===== src/rtl/hazard_stall_ctrl.sv =====
// Pipeline hazard and stall controller: branch flush, load-use bubble,
// sprite-access wait with timeout, and halt.
module hazard_stall_ctrl (
    input  logic       clk,
    input  logic       rst,
    input  logic [4:0] ID_src_s,
    input  logic [4:0] ID_src_t,
    input  logic       ID_uses_s,
    input  logic       ID_uses_t,
    input  logic [4:0] EX_dst_reg,
    input  logic       EX_use_dst_reg,
    input  logic       EX_mem_re,
    input  logic       EX_branch_taken,
    input  logic       ID_sprite_re,
    input  logic       ID_sprite_we,
    input  logic       sprite_ready,
    input  logic       ID_hlt,
    output logic       pc_hold,
    output logic       stall_IF_ID,
    output logic       flush_IF_ID,
    output logic       flush_ID_EX,
    output logic       sprite_req,
    output logic       hlt,
    output logic       sprite_timeout,
    output logic [1:0] state
);

    typedef enum logic [1:0] {
        StRun        = 2'd0,
        StSpriteWait = 2'd1,
        StHalt       = 2'd2
    } state_e;

    state_e     r_state;
    state_e     w_state_next;
    logic [7:0] r_wait_cnt;
    logic [7:0] w_wait_cnt_next;
    logic       r_sprite_done;
    logic       w_sprite_done_next;
    logic       r_sprite_req;
    logic       w_sprite_req_next;
    logic       r_sprite_timeout;
    logic       w_sprite_timeout_next;

    logic       w_load_use;
    logic       w_sprite_access;
    logic       w_pc_hold;
    logic       w_stall_if_id;
    logic       w_flush_if_id;
    logic       w_flush_id_ex;
    logic       w_hlt;

    assign w_load_use = EX_mem_re & EX_use_dst_reg & (EX_dst_reg != 5'd0) &
                        ((ID_uses_s & (ID_src_s == EX_dst_reg)) |
                         (ID_uses_t & (ID_src_t == EX_dst_reg)));

    assign w_sprite_access = ID_sprite_re | ID_sprite_we;

    always_ff @(posedge clk or posedge rst) begin
        if (rst) begin
            r_state          <= StRun;
            r_wait_cnt       <= 8'd0;
            r_sprite_done    <= 1'b0;
            r_sprite_req     <= 1'b0;
            r_sprite_timeout <= 1'b0;
        end else begin
            r_state          <= w_state_next;
            r_wait_cnt       <= w_wait_cnt_next;
            r_sprite_done    <= w_sprite_done_next;
            r_sprite_req     <= w_sprite_req_next;
            r_sprite_timeout <= w_sprite_timeout_next;
        end
    end

    always_comb begin
        w_state_next          = r_state;
        w_wait_cnt_next       = r_wait_cnt;
        w_sprite_done_next    = 1'b0;
        w_sprite_req_next     = 1'b0;
        w_sprite_timeout_next = r_sprite_timeout;
        w_pc_hold             = 1'b0;
        w_stall_if_id         = 1'b0;
        w_flush_if_id         = 1'b0;
        w_flush_id_ex         = 1'b0;
        w_hlt                 = 1'b0;

        case (r_state)
            StRun: begin
                if (EX_branch_taken) begin
                    w_flush_if_id = 1'b1;
                    w_flush_id_ex = 1'b1;
                end else if (w_load_use) begin
                    w_pc_hold     = 1'b1;
                    w_stall_if_id = 1'b1;
                    w_flush_id_ex = 1'b1;
                end else if (w_sprite_access && !r_sprite_done) begin
                    // sprite_done keeps the just-serviced access from retriggering
                    w_state_next      = StSpriteWait;
                    w_wait_cnt_next   = 8'd0;
                    w_sprite_req_next = 1'b1;
                end else if (ID_hlt) begin
                    w_state_next = StHalt;
                end
            end
            StSpriteWait: begin
                if (sprite_ready) begin
                    w_state_next       = StRun;
                    w_sprite_done_next = 1'b1;
                end else begin
                    w_pc_hold     = 1'b1;
                    w_stall_if_id = 1'b1;
                    w_flush_id_ex = 1'b1;
                    if (r_wait_cnt == 8'd255) begin
                        w_sprite_timeout_next = 1'b1;
                        w_state_next          = StRun;
                        w_sprite_done_next    = 1'b1;
                    end else begin
                        w_wait_cnt_next = r_wait_cnt + 8'd1;
                    end
                end
            end
            StHalt: begin
                w_hlt         = 1'b1;
                w_pc_hold     = 1'b1;
                w_stall_if_id = 1'b1;
                w_flush_id_ex = 1'b1;
            end
            default: begin
                w_state_next = StRun;
            end
        endcase
    end

    // Outputs are forced low for the whole reset window, not just after the edge.
    assign pc_hold        = w_pc_hold & ~rst;
    assign stall_IF_ID    = w_stall_if_id & ~rst;
    assign flush_IF_ID    = w_flush_if_id & ~rst;
    assign flush_ID_EX    = w_flush_id_ex & ~rst;
    assign hlt            = w_hlt & ~rst;
    assign sprite_req     = r_sprite_req & ~rst;
    assign sprite_timeout = r_sprite_timeout & ~rst;
    assign state          = rst ? 2'd0 : r_state;

endmodule


===== config.mk =====
export PLATFORM = sky130hd
export DESIGN_NAME = hazard_stall_ctrl
export DESIGN_NICKNAME = d
export VERILOG_FILES = /design/src/rtl/hazard_stall_ctrl.sv
export SDC_FILE = /design/constraint.sdc
export NUM_CORES = 1
export LEC_CHECK = 0
export ABC_AREA = 1
export CAP_MARGIN = 20
export CORE_MARGIN = 4
export CORE_UTILIZATION = 46
export DETAILED_ROUTE_END_ITERATION = 12
export GPL_ROUTABILITY_DRIVEN = 0
export PLACE_DENSITY = 0.8
export SYNTH_ARGS = -nofsm -noshare
export SYNTH_HDL_FRONTEND = slang
export SYNTH_SLANG_ARGS = --single-unit
export TNS_END_PERCENT = 1

===== constraint.sdc =====
create_clock -name clk -period 1.9 [get_ports clk]
set_input_delay 0.285 -clock clk [delete_from_list [all_inputs] [get_ports clk]]
set_output_delay 0.285 -clock clk [all_outputs]
set_load 0.03 [all_outputs]

==> impl_metrics.csv <==
group,metric,value,unit
die,io_pins,35,
worst_setup_path,path_class,"input port to output port",
synth,synthTopCellsByArea,"dfrtp_1 30%, nand2_1 21%, inv_1 8.3%",
die,dieWidth,56.6,um
worst_setup_path,crit_fanout,4,
synth,syn_inst,171,
synth,synthesis.area,1090,um2
placement,dp_hpwl,2110,um
cts,clock-root-buffer,"clkbuf_4",
placement,placed_cells,233,
worst_setup_path,crit_top_cell,"nand2_1",
timing,hold_violations,0,
final_layout,syn2layout_area_growth,37.6,%
synth,ys_types,25,
global_route,track_usage,17.9,%
final_layout,drive_above_1_share,18.5,%
die,placementRows,17,
cts,clk_latency,0.28,ns
worst_setup_path,critical_path.max_stage_delay,0.27,ns
worst_setup_path,cp_slowest_cell,"dlygate4sd2_1",
drt,detail-route-antenna-nets,0,
synth,synth_nets,198,
timing,max_slew.worst_pin.slew,0.278,ns
cts,clkTransAtPathRegs,0.08,ns
pwr,ir_worst_vdd,299,uV
final_layout,layoutNonFillerInstCount,239,
worst_setup_path,critPathLaunchType,"input port",
cts,numCtsBuffers,3,
timing,period_minus_slack,1.77,ns
placement,io_buffers,34,
synth,yosys_warnings,0,
cts,cts_tree,"yes",
worst_setup_path,cp-end-kind,"output port",
die,dieArea,3210,um2
drt,wirelength,2610,um
worst_setup_path,crit_required,1.62,ns
global_route,overflow,0,
timing,fin_crit_sh,93.2,%
worst_hold_path,hold_class,"flip-flop to flip-flop",
global_route,grt_pass1_vias,1142,
final_layout,fillers,215,
synth,yosysTopAreaCell,"dfrtp_1",
synth,synth_seq_cells,13,
drt,viasPerCell,4.84,
synth,synth_area_per_cell,6.37,um2
timing,fmax,565,MHz
worst_setup_path,crit_arrival,1.49,ns
die,core_area,2230,um2
flow_run,maxCapViolations,0,
global_route,grt_max_degree,14,
timing,slew_violations,0,
die,start_util,48.7,%
drt,drc,0,
status,outcome,"completed",
timing,tns,0,ns
cts,cts_sinks,13,
final_layout,num_antenna_cells,0,
pwr,power,0.583,mW
cts,cts_max_level,1,
global_route,grt_pass1_wl,4620,um
drt,drtIter0Drc,41,
worst_setup_path,path_cells,"dlygate4sd2_1, inv_2, nand2_1, nand2_1, nor2_1, nand3_1, nand2_2, nand4_1, a21oi_2, buf_6",
synth,synth_top_cell_area_share,29.9,%
final_layout,fin_util,67.1,%
timing,setup_slack,0.129,ns
final_layout,num-nets-final,239,
cts,cts_buffer_depth,2,
drt,wl_per_cell,10.9,um
global_route,antenna_found_initial,0,
synth,ys_seq_area_share,29.9,%
die,chipHeight,56.6,um
drt,vias,1157,
placement,place_ws,-0.120,ns
pwr,leakage,0.868,nW
pwr,p_per_area,389,nW/um2
timing,maxSlewHeadroom,81.4,%
timing,setup_viol,0,
timing,clock-skew-final,0.00294,ns
cts,cts_hold_buf,0,
drt,drt_first_pass_iters,4,
through the flow:
stage | hold WS, ns | area (um2)
after floorplan | 0.366 | 1090
after global placement | 0.453 | 1450
after detailed placement | 0.475 | 1450
after CTS | 0.494 | 1480
after global routing | 0.533 | 1500
final | 0.489 | 1500
timing repair:
action,in CTS,in global routing
resized for setup,17,6
pin swaps,8,10
endpoints found under the setup margin,3,3
buffers inserted,1,1
layer usage:
layer | up-vias | share of wire (%) | track usage [%]
met1 | 513 | 44 | 22.7
li1 | 608 | - | -
met5 | - | 0 | 0
met3 | 2 | 6.2 | 3.91
met2 | 34 | 49 | 29.2
met4 | 0 | 0.84 | 7.12
worst max-delay path: cells and delay by family:
family | cells | cell delay (ns)
buffers and inverters | 3 | 0.48
AND/OR/NAND/NOR | 6 | 0.53
AO/OA/AOI/OAI | 1 | 0.20
logic make-up (layout without fill, tap and decap cells):
family	Yosys count	after routing	synth area share, %
AOI/OAI and AO/OA	7	7	4.48
xor gates and xnor gates	2	2	1.61
adders and majority gates	1	1	1.15
buffers and inverters	35	75	12.6
DFF	13	13	29.9
and+or+nand+nor	113	113	50.2
report_power, final:
group / switching (mW) / internal, mW
registers: 0 / 0.276
clock network: 0.0939 / 0.0814
logic: 0.0677 / 0.0636
total: 0.162 / 0.421
state kept, by name, indices dropped and copies added (netlist names):
name	flops
r_wait_cnt	8
r_state	2
r_sprite_done	1
r_sprite_req	1
r_sprite_timeout	1
worst paths after layout:
kind / startpoint / end / slack [ns] / depth (start not counted)
max: EX_dst_reg[0] / stall_IF_ID / 0.13 / 10
min: r_sprite_timeout / r_sprite_timeout / 0.49 / 2
max reg2reg: r_wait_cnt[0] / r_wait_cnt[3] / 0.30 / 9
min reg2reg: r_sprite_timeout / r_sprite_timeout / 0.49 / 2
max in group asynchronous: rst / r_wait_cnt[0] / 1.19 / 3
min in group asynchronous: rst / r_sprite_req / 0.54 / 3
cells in the mapped netlist:
library cell,count
nand3_4,2
nor2_1,21
inv_4,1
or2_1,1
inv_2,8
buf_4,1
nor3_4,1
nand2_4,3
nand4_1,9
o21ai_1,2
clkbuf_1,1
o21bai_1,1
nor3b_1,2
a21oi_4,1
nor2_4,1
nand2_2,2
nand3_1,8
xnor2_1,1
xor2_1,1
a21oi_1,3
nand2_1,61
dfrtp_1,13
nor2_2,2
inv_1,24
ha_1,1
placed cells by master (no fill, tap or decap), drive strengths merged:
cell	netlist	routed
nand2	66	66
inv	33	33
nor2	24	24
dfrtp	13	13
buf	1	13
dlygate4sd2	0	12
nand3	10	10
nand4	9	9
clkdlybuf4s50	0	8
clkbuf	1	4
a21oi	4	4
dlymetal6s2s	0	3
nor3b	2	2
o21ai	2	2
clkdlybuf4s15	0	2
nor3	1	1
o21bai	1	1
xor2	1	1
or2	1	1
xnor2	1	1
ha	1	1
layout make-up:
class | count | area (um2) | area share (%)
Clock buffer | 4 | 26.3 | 1.75
Inverter | 33 | 126 | 8.44
Multi-Input combinational cell | 123 | 637 | 42.5
Sequential cell | 13 | 325 | 21.7
Tap cell | 28 | 35.0 | 2.34
Timing Repair Buffer | 38 | 348 | 23.2
Note: power is estimated with default switching activity, not from simulation.
